`src/rtl/key_onehot_capture_if.sv`:
```
// rtl/key_onehot_capture_if.sv - key lines in, captured one-hot key code out
interface key_onehot_capture_if;
    logic [7:0] iKey;
    logic       iClear;
    logic [7:0] oData;
    logic       oValid;
    logic       oPress;
    logic       oMulti;

    modport master (
        output iKey,
        output iClear,
        input  oData,
        input  oValid,
        input  oPress,
        input  oMulti
    );

    modport slave (
        input  iKey,
        input  iClear,
        output oData,
        output oValid,
        output oPress,
        output oMulti
    );
endinterface

```
`src/rtl/key_onehot_capture.sv`:
```
// rtl/key_onehot_capture.sv - debounce eight keys and hold one accepted press as one-hot
module key_onehot_capture #(
    parameter int TICK_DIV     = 50000,
    parameter int STABLE_TICKS = 4
) (
    input  logic                  iClk,
    input  logic                  iRst,
    key_onehot_capture_if.slave   bus
);

    localparam int TW = (TICK_DIV > 1) ? $clog2(TICK_DIV) : 1;

    typedef enum logic [1:0] {
        ST_IDLE,
        ST_HOLD,
        ST_BLOCK
    } state_t;

    logic [7:0]        sync1_q, sync1_d;
    logic [7:0]        ks_q, ks_d;
    logic [TW-1:0]     tick_cnt_q, tick_cnt_d;
    logic              tick;
    logic [7:0][3:0]   cnt_q, cnt_d;
    logic [7:0]        db_q, db_d;
    state_t            state_q, state_d;
    logic [7:0]        data_q, data_d;
    logic              valid_q, valid_d;
    logic              press_q, press_d;
    logic              multi_q, multi_d;
    logic              db_zero;
    logic              db_onehot;

    // Two-stage synchronizer and free-running sample-tick divider
    always_comb begin
        sync1_d    = bus.iKey;
        ks_d       = sync1_q;
        tick       = (tick_cnt_q == TW'(TICK_DIV - 1));
        tick_cnt_d = tick ? '0 : tick_cnt_q + TW'(1);
    end

    // Per-bit debounce: a bit flips only after STABLE_TICKS consecutive disagreeing ticks
    always_comb begin
        cnt_d = cnt_q;
        db_d  = db_q;
        if (tick) begin
            for (int i = 0; i < 8; i++) begin
                if (ks_q[i] != db_q[i]) begin
                    if (cnt_q[i] + 4'd1 == 4'(STABLE_TICKS)) begin
                        db_d[i]  = ~db_q[i];
                        cnt_d[i] = 4'd0;
                    end else begin
                        cnt_d[i] = cnt_q[i] + 4'd1;
                    end
                end else begin
                    cnt_d[i] = 4'd0;
                end
            end
        end
    end

    // Capture FSM: accept a lone key from IDLE, reject chords, wait for full release
    always_comb begin
        db_zero   = (db_q == 8'h00);
        db_onehot = !db_zero && ((db_q & (db_q - 8'h01)) == 8'h00);
        state_d   = state_q;
        data_d    = data_q;
        valid_d   = valid_q;
        press_d   = 1'b0;
        multi_d   = 1'b0;
        // Clear first so an IDLE capture in the same cycle overrides it
        if (bus.iClear) begin
            data_d  = 8'h00;
            valid_d = 1'b0;
        end
        case (state_q)
            ST_IDLE: begin
                if (db_onehot) begin
                    data_d  = db_q;
                    valid_d = 1'b1;
                    press_d = 1'b1;
                    state_d = ST_HOLD;
                end else if (!db_zero) begin
                    multi_d = 1'b1;
                    state_d = ST_BLOCK;
                end
            end
            ST_HOLD, ST_BLOCK: begin
                if (db_zero) begin
                    state_d = ST_IDLE;
                end
            end
            default: begin
                state_d = ST_IDLE;
            end
        endcase
    end

    // State register with asynchronous reset of every stage
    always_ff @(posedge iClk or posedge iRst) begin
        if (iRst) begin
            sync1_q    <= '0;
            ks_q       <= '0;
            tick_cnt_q <= '0;
            cnt_q      <= '0;
            db_q       <= '0;
            state_q    <= ST_IDLE;
            data_q     <= '0;
            valid_q    <= 1'b0;
            press_q    <= 1'b0;
            multi_q    <= 1'b0;
        end else begin
            sync1_q    <= sync1_d;
            ks_q       <= ks_d;
            tick_cnt_q <= tick_cnt_d;
            cnt_q      <= cnt_d;
            db_q       <= db_d;
            state_q    <= state_d;
            data_q     <= data_d;
            valid_q    <= valid_d;
            press_q    <= press_d;
            multi_q    <= multi_d;
        end
    end

    assign bus.oData  = data_q;
    assign bus.oValid = valid_q;
    assign bus.oPress = press_q;
    assign bus.oMulti = multi_q;

endmodule

```
`src/flat_wrapper.sv`:
```
// flat-port wrapper written by rule: the top's interface ports become plain ports
module key_onehot_capture_flat 
#(
    parameter int TICK_DIV     = 50000,
    parameter int STABLE_TICKS = 4
)
  (iClk, iRst, bus_iKey, bus_iClear, bus_oData, bus_oValid, bus_oPress, bus_oMulti);
  key_onehot_capture_if bus_i ();
  input  logic iClk;
  input  logic iRst;
  input wire logic [$bits(bus_i.iKey)-1:0] bus_iKey;
  input wire logic [$bits(bus_i.iClear)-1:0] bus_iClear;
  output wire logic [$bits(bus_i.oData)-1:0] bus_oData;
  output wire logic [$bits(bus_i.oValid)-1:0] bus_oValid;
  output wire logic [$bits(bus_i.oPress)-1:0] bus_oPress;
  output wire logic [$bits(bus_i.oMulti)-1:0] bus_oMulti;
  assign bus_i.iKey = bus_iKey;
  assign bus_i.iClear = bus_iClear;
  assign bus_oData = bus_i.oData;
  assign bus_oValid = bus_i.oValid;
  assign bus_oPress = bus_i.oPress;
  assign bus_oMulti = bus_i.oMulti;
  key_onehot_capture #(.TICK_DIV(TICK_DIV), .STABLE_TICKS(STABLE_TICKS)) u_core (.iClk(iClk), .iRst(iRst), .bus(bus_i));
endmodule
```
`config.mk`:
```
export PLATFORM = sky130hd
export DESIGN_NAME = key_onehot_capture_flat
export DESIGN_NICKNAME = d
export VERILOG_FILES = /design/src/rtl/key_onehot_capture_if.sv /design/src/rtl/key_onehot_capture.sv /design/src/flat_wrapper.sv
export SDC_FILE = /design/constraint.sdc
export NUM_CORES = 1
export LEC_CHECK = 0
export BUFFER_PORTS_ARGS = -buffer_cell sky130_fd_sc_hd__buf_4
export CAP_MARGIN = 20
export CORE_ASPECT_RATIO = 0.5
export CORE_MARGIN = 8
export CORE_UTILIZATION = 30
export DETAILED_ROUTE_END_ITERATION = 12
export HOLD_SLACK_MARGIN = 0.12
export SETUP_SLACK_MARGIN = 0.3
export SLEW_MARGIN = 20
export SYNTH_ARGS = -nofsm -noshare
export SYNTH_HDL_FRONTEND = slang
export SYNTH_SLANG_ARGS = --single-unit
export TNS_END_PERCENT = 1
```
`constraint.sdc`:
```
create_clock -name iClk -period 3.55 [get_ports iClk]
set_clock_uncertainty 0.05 [all_clocks]
set_input_delay 0.355 -clock iClk [delete_from_list [all_inputs] [get_ports iClk]]
set_output_delay 0.355 -clock iClk [all_outputs]
set_load 0.01 [all_outputs]
```
==> metrics.md, run 1 <==
| Metric | Value |
|---|---|
| Final worst slack | 0.9614 ns |
| Fin util | 36.89% |
| Filler cell count in the final layout | 1236 |
| Slew of the pin with the lowest slew margin | 0.6330 ns |
| Fmax | 0.3863 GHz |
| DR iter-0 viols | 80 |
| Clk Latency, worst-skew pair | 0.34 ns |
| Die Wd | 178.1 um |
| TritonRoute pass-1 iters | 4 |
| Worst Setup Start Kind | flop |
| Fraction of synthesized area in multiplexers | 5.076% |
| # diodes | 0 |
| Total Nets Final | 426 |
| Final hold vios | 0 |
| Grt ovf | 0 |
| Synth Area in XOR/XNOR | 5.774% |
| Post-synth top area share | 53.93% |
| Area delta synth->final | 19.13% |
| Post-synth EDFFs | 0 |
| Max Slew Vio Count | 0 |
| Sequential-to-total area share from yosys stat | 53.93% |
| Minimum clock period | 2.589 ns |
| Total number of vias | 2680 |
| IO Count | 22 |
| Leading area contributor after synthesis | dfrtp_1 |
| Syn Nets | 395 |
| Multi-input gate area | 1702 um^2 |
| Clock slew at reported path FFs | 0.06 ns |
| Post-DRT Antenna Nets | 0 |
| YS warnings | 0 |
| I/O Buffers | 21 |
| Placed Cells | 552 |
| Rows | 29 |
| DR DRC count | 0 |
| Clk buf depth | 2 |
| Die height | 97.08 um |
| Cells after synthesis | 371 |
| Top delay family on crit path | simple AND/OR/NAND/NOR gates |
| Non-Filler Instances | 576 |
| Max-cap viol count | 0 |
| Initial core utilization | 30.97% |
| CP Buf/Inv Count | 0 |
| Slowest library cell on the worst path | or4_4 |
| Cell Area, Synth | 3944 um^2 |
| Cells resized by post-CTS repair | 0 |
| TNS Setup | 0 ns |
| Post-synthesis compound-gate area fraction | 9.327% |
| Register bit total from synthesis | 85 |
| GR Util met2 | 14.44% |
| GRT met3 Usage | 2.870% |
| Main synth FF type | dfrtp_1 |
| Max-slew headroom | 57.75% |
| Setup violators final | 0 |
| Initial antenna violation count | 0 |
| Post-synthesis cell type count | 44 |
| Postcts setup bufs | 0 |
| H-tree levels | 3 |
| P_leak | 0.002133 uW |
| Maximum vdd drop | 0.2337 mV |
| Die footprint | 17290 um^2 |
| Data required time of the critical path | 3.72 ns |
| Outcome | finished clean |
| Worst-path maximum fanout | 47 |
| Most common cell in the synthesized netlist | dfrtp_1 |
| RSZ-0062 raised after global routing | false |
| Core box area | 12740 um^2 |
| Fraction of layout cells with a size suffix above 1 | 15.52% |
| FF/Latch Area | 2127 um^2 |
| Fraction of registers with async set/reset | 100.0% |
| Synth area leaders | dfrtp_1, nand2_1, ha_1, xnor2_1, mux2_2 |
| Hold/Removal Path Class | primary input to flop |
| Critical path's largest stage delay | 0.80 ns |
| Routed length per instance | 12.30 um |
| Syn Area/Cell | 10.63 um^2 |
| CTS tree | yes |
| Grt peak-use layer | met2 |
| Largest family of logic cells by synthesized area | simple AND/OR/NAND/NOR gates |
| Crit path cell chain | or4_1 -> or4_4 -> nor3_1 -> mux2_1 |
| Pre-CTS setup slack | 0.9603 ns |
| Worst Path Arrival | 2.76 ns |
| Pwr/cell area | 443.1 nW/um^2 |
| Gp weighted congestion | 0.7777 |
| Post-DR vias/cell | 4.653 |
| Clk sinks | 85 |
| Largest net degree at the start of global routing | 48 |
| Setup crit end kind | flop |
| CTS buffer count | 9 |
| Post-Synth Adder-Cell Area | 4.124% |
| Crit path kind | flop to flop |
| Vias in the first global route | 2796 |
| Hpwl dp | 4.765 mm |
| Total Wirelength | 7.084 mm |
| Commonest cells in the netlist | dfrtp_1, nand2_1, nor2_1 |
| Total GRT Usage | 9.008% |
| Root Driver | clkbuf_16 |
| First-pass GRT wire length | 12.75 mm |
| GR Layer Usage met1 | 10.63% |
| Fin crit share | 72.92% |
| Simple-Gate Fraction of Synth Area | 18.69% |
-- what timing repair did --
item,4_1_cts,5_1_grt
endpoints found under the setup margin,0,0
hold endpoints to repair,43,0
hold buffers,9,0
-- registers in the layout (all words and copies together) (netlist names) --
name               count
u_core.bus.oMulti      1
u_core.tick_cnt_q     16
u_core.state_q         2
u_core.cnt_q          32
u_core.ks_q            8
u_core.bus.oPress      1
u_core.bus.oData       8
u_core.db_q            8
u_core.bus.oValid      1
u_core.ks_d            8
-- metrics by stage --
stage,instance area [um^2],hold WS [ns],total power [uW]
after detailed placement,4279,0.2847,1045
final,4698,0.2445,2082
after global placement,4279,0.2827,1045
after floorplan,3944,0.2812,1023
after global routing,4698,0.2521,2155
after CTS,4698,0.2254,2117
-- layout by cell type (no fill, tap or decap), drive strengths merged, types with 4 or more instances in the layout --
| cell type | netlist | layout |
|---|---|---|
| a21oi | 8 | 8 |
| buf | 6 | 25 |
| clkbuf | 8 | 10 |
| dfrtp | 85 | 85 |
| dlygate4sd3 | 0 | 9 |
| ha | 13 | 13 |
| inv | 13 | 12 |
| mux2 | 16 | 16 |
| nand2 | 44 | 44 |
| nand2b | 5 | 5 |
| nand3 | 18 | 18 |
| nand3b | 5 | 5 |
| nand4 | 4 | 4 |
| nor2 | 25 | 25 |
| nor2b | 11 | 11 |
| nor3 | 15 | 15 |
| o21ai | 24 | 24 |
| o22ai | 4 | 4 |
| o31ai | 8 | 8 |
| o41ai | 4 | 4 |
| xnor2 | 17 | 17 |
| xor2 | 9 | 9 |
-- final cells by class --
class | instances | share of cell area (%)
Tap cell | 170 | 4.527
Inverter | 13 | 1.065
Timing Repair Buffer | 34 | 5.912
Clock buffer | 10 | 4.874
Clock inverter | 5 | 2.130
Multi-Input combinational cell | 259 | 36.22
Sequential cell | 85 | 45.27
-- where the power goes --
part / internal, uW / total (uW) / switching, uW
Combinational: 19.7 / 49.2 / 29.6
Sequential: 978 / 983 / 5.07
Clock: 681 / 1050 / 368
-- metal layers --
metal / wire length, um / vias up / share of wire, %
met3: 226 / 8 / 3.2
met4: 127 / 0 / 1.8
li1: - / 1352 / -
met5: 0 / - / 0
met1: 3419 / 1293 / 48
met2: 3311 / 27 / 47
-- kinds of logic (layout without fill, tap and decap cells) --
family                     after synthesis  count (layout)
AOI/OAI and AO/OA                       57              57
xor gates and xnor gates                26              26
adders and majority gates               13              13
buffers and inverters                   27              62
DFF                                     85              85
muxes                                   18              18
and+or+nand+nor                        145             145
-- path summary, 6_finish.rpt --
| check | start | to | slack (ns) | cells after the start |
|---|---|---|---|---|
| setup / recovery | u_core.tick_cnt_q[13] | u_core.db_q[2] | 0.96 | 4 |
| hold / removal | bus_iClear | u_core.bus.oValid | 0.24 | 2 |
| setup reg to reg | u_core.tick_cnt_q[13] | u_core.db_q[2] | 0.96 | 4 |
| hold reg to reg | u_core.ks_d[1] | u_core.ks_q[1] | 0.29 | 0 |
| max in group asynchronous | iRst | u_core.tick_cnt_q[12] | 2.08 | 4 |
| min in group asynchronous | iRst | u_core.ks_d[7] | 0.58 | 3 |
(Power assumes the default switching activity.)
==> run 2: changes to the inputs <==
Clock period 3.55 ns to 2.6 ns, I/O delays scaled along.
==> metrics.md, run 2 (synthesis results as in run 1) <==
| Metric | Value |
|---|---|
| Reg2reg start | u_core.tick_cnt_q[10] (was u_core.tick_cnt_q[13]) |
| DR DRC count | 0 (unchanged) |
| Slew of the pin with the lowest slew margin | 0.4387 ns (was 0.6330 ns) |
| RR Endpoint | u_core.cnt_q[23] (was u_core.db_q[2]) |
| Area after DPL | 4314 um^2 (was 4279 um^2) |
| Clk sinks | 85 (unchanged) |
| Root Driver | clkbuf_16 (unchanged) |
| Max reg flops | 32 (unchanged) |
| Worst-path maximum fanout | 7 (was 47) |
| RSZ-0062 raised after global routing | true (was false) |
| Clk Latency, worst-skew pair | 0.34 ns (about the same) |
| Grt ovf | 0 (unchanged) |
| Total GRT Usage | 9.134% (was 9.008%) |
| I/O Buffers | 21 (unchanged) |
| Sw frac | 20.11% (was 19.36%) |
| Crit path launch | u_core.tick_cnt_q[10] (was u_core.tick_cnt_q[13]) |
| Fin crit share | 88.34% (was 72.92%) |
| Fin util | 38.74% (was 36.89%) |
| Minimum clock period | 2.297 ns (was 2.589 ns) |
| Fmax | 0.4354 GHz (was 0.3863 GHz) |
| Initial antenna violation count | 0 (unchanged) |
| IO Count | 22 (unchanged) |
| Net Sw Power | 549.0 uW (was 403.1 uW) |
| Critical path's largest stage delay | 0.67 ns (was 0.80 ns) |
| Crit path kind | flop to flop (unchanged) |
| Total power | 2730 uW (was 2082 uW) |
| CTS tree | yes (unchanged) |
| Reg2Reg Setup Slack | 0.30 ns (was 0.96 ns) |
| Clk buf depth | 2 (unchanged) |
| Largest registers | u_core.cnt_q: 32 flops, u_core.tick_cnt_q: 16 flops (unchanged) |
| Total Wirelength | 7.526 mm (was 7.084 mm) |
| Die footprint | 17290 um^2 (unchanged) |
| Clock power share | 48.3% (was 50.4%) |
| Pwr/cell area | 553.4 nW/um^2 (was 443.1 nW/um^2) |
| Worst Path Arrival | 2.47 ns (was 2.76 ns) |
| Largest reg by FF count | u_core.cnt_q (unchanged) |
| H-tree levels | 3 (unchanged) |
| # diodes | 0 (unchanged) |
| Crit path cell chain | or4_4 -> or4_4 -> buf_12 -> buf_4 -> a21oi_1 -> o21ai_0 (was or4_1 -> or4_4 -> nor3_1 -> mux2_1) |
| CTS buffer count | 9 (unchanged) |
| Max Slew Vio Count | 0 (unchanged) |
| Maximum vdd drop | 0.2954 mV (was 0.2337 mV) |
| Critical path's most frequent cell | or4_4 |
| Commonest non-fill, non-tap cell in the layout | dfrtp_1 (unchanged) |
| Worst r2r path cells | 6 (was 4) |
| Clock slew at reported path FFs | 0.06 ns (about the same) |
| Largest net degree at the start of global routing | 86 (was 48) |
| Vias in the first global route | 2756 (was 2796) |
| Die height | 97.08 um (unchanged) |
| Hpwl dp | 4.660 mm (was 4.765 mm) |
| TNS Setup | 0 ns (unchanged) |
| Worst Setup Start Kind | flop (unchanged) |
| DR iter-0 viols | 149 (was 80) |
| Hold/Removal Path Class | primary input to flop (unchanged) |
| P_leak | 0.002229 uW (was 0.002133 uW) |
| TritonRoute pass-1 iters | 4 (unchanged) |
| Setup crit end kind | flop (unchanged) |
| Design Area, Final | 4933 um^2 (was 4698 um^2) |
| Total Nets Final | 441 (was 426) |
| First-pass GRT wire length | 12.86 mm (was 12.75 mm) |
| Total number of vias | 2778 (was 2680) |
| Seq pwr share | 49.2% (was 47.2%) |
| Data required time of the critical path | 2.77 ns (was 3.72 ns) |
| Most frequent cells in the layout | dfrtp_1, nand2_1, buf_4 (was dfrtp_1, nand2_1, nor2_1, buf_4, o21ai_0) |
| Rows | 29 (unchanged) |
| Hold path depth | 2 (unchanged) |
| Slowest library cell on the worst path | or4_4 (unchanged) |
| Gp weighted congestion | 0.7532 (was 0.7777) |
| Critical path capture point | u_core.cnt_q[23] (was u_core.db_q[2]) |
| Int Pwr | 2181 uW (was 1679 uW) |
| Max-slew headroom | 70.54% (was 57.75%) |
| Final hold vios | 0 (unchanged) |
| Comb pwr share | 2.5% (was 2.4%) |
| Post-DR vias/cell | 4.693 (was 4.653) |
| Initial core utilization | 30.97% (unchanged) |
| Routed length per instance | 12.71 um (was 12.30 um) |
| Area delta synth->final | 25.10% (was 19.13%) |
| Outcome | finished clean (unchanged) |
| Fraction of layout cells with a size suffix above 1 | 21.09% (was 15.52%) |
| Filler cell count in the final layout | 1210 (was 1236) |
| Die Wd | 178.1 um (unchanged) |
| Max-cap viol count | 0 (unchanged) |
| Post-DRT Antenna Nets | 0 (unchanged) |
| Setup violators final | 0 (unchanged) |
| Core box area | 12740 um^2 (unchanged) |
==> run 2: cell count changes in the layout (fill, tap and decap cells not counted), moves of 2 or more <==
cell       change
buf_12         +3
o21ai_1        +3
o21ai_0        -3
nor3_1         -6
bufinv_16      -2
nor3_2         +5
clkbuf_16      +2
buf_4          +6
or4_4          +3
clkbuf_8       +3
==> run 2: stage by stage <==
| stage | worst slack, ns | instances | hold WS, ns |
|---|---|---|---|
| after floorplan | 0.3092 | 371 | 0.2414 |
| after global placement | 0.1893 | 553 | 0.2835 |
| after detailed placement | 0.1444 | 553 | 0.2847 |
| after CTS | 0.2562 | 580 | 0.1339 |
| after global routing | 0.2470 | 592 | 0.1767 |
| final | 0.3030 | 592 | 0.1492 |
==> run 2: timing repair <==
item                                    CTS  global route
resized for setup                         7            14
hold buffers                              9             0
endpoints found under the setup margin   19            16
setup buffers                             0            10
pin swaps                                 1             5
endpoints found under the hold margin    93             0
cloned                                    2             2
==> run 2: power by group through the flow <==
stage                     registers (uW)  logic (uW)  clock network [uW]
final                               1340        69.1                1320
after global routing                1340        80.1                1420
after CTS                           1340        72.0                1370
after detailed placement            1370        61.5                   0
after global placement              1370        61.7                   0
after floorplan                     1360        33.0                   0
==> run 2: worst min-delay path by stage <==
stage | from | endpoint | slack [ns]
3_3_place_gp | u_core.ks_d[4] | u_core.ks_q[4] | 0.28
6_report | bus_iClear | u_core.bus.oValid | 0.15
4_1_cts | bus_iClear | u_core.bus.oValid | 0.13
5_1_grt | bus_iClear | u_core.bus.oValid | 0.18
2_1_floorplan | bus_iKey[0] | u_core.ks_d[0] | 0.24
3_5_place_dp | u_core.ks_d[7] | u_core.ks_q[7] | 0.28
==> run 2: layout make-up <==
cell class | instances | area [um^2] | share of cell area [%]
flip-flops and latches | 85 | 2127 | 43.11
multi-input cells | 261 | 1770 | 35.89
repair buffers | 47 | 459.2 | 9.308
clock buffers | 12 | 266.5 | 5.402
well taps | 170 | 212.7 | 4.311
inverters | 13 | 52.55 | 1.065
clock inverters | 4 | 45.04 | 0.9130
==> run 2: critical path, delay by kind of cell (launching register included) <==
| kind | cells | cell delay (ns) |
|---|---|---|
| simple gates | 2 | 1.25 |
| flops | 1 | 0.38 |
| buf+inv | 2 | 0.32 |
| compound gates | 2 | 0.19 |
==> run 2: per-layer routing <==
layer  vias to the layer above  track usage (%)  wire [um]
met4                         0            3.758        140
li1                       1384                -          -
met2                        26            14.59       3577
met5                         -                0          0
met3                        14            3.181        260
met1                      1354            11.04       3547
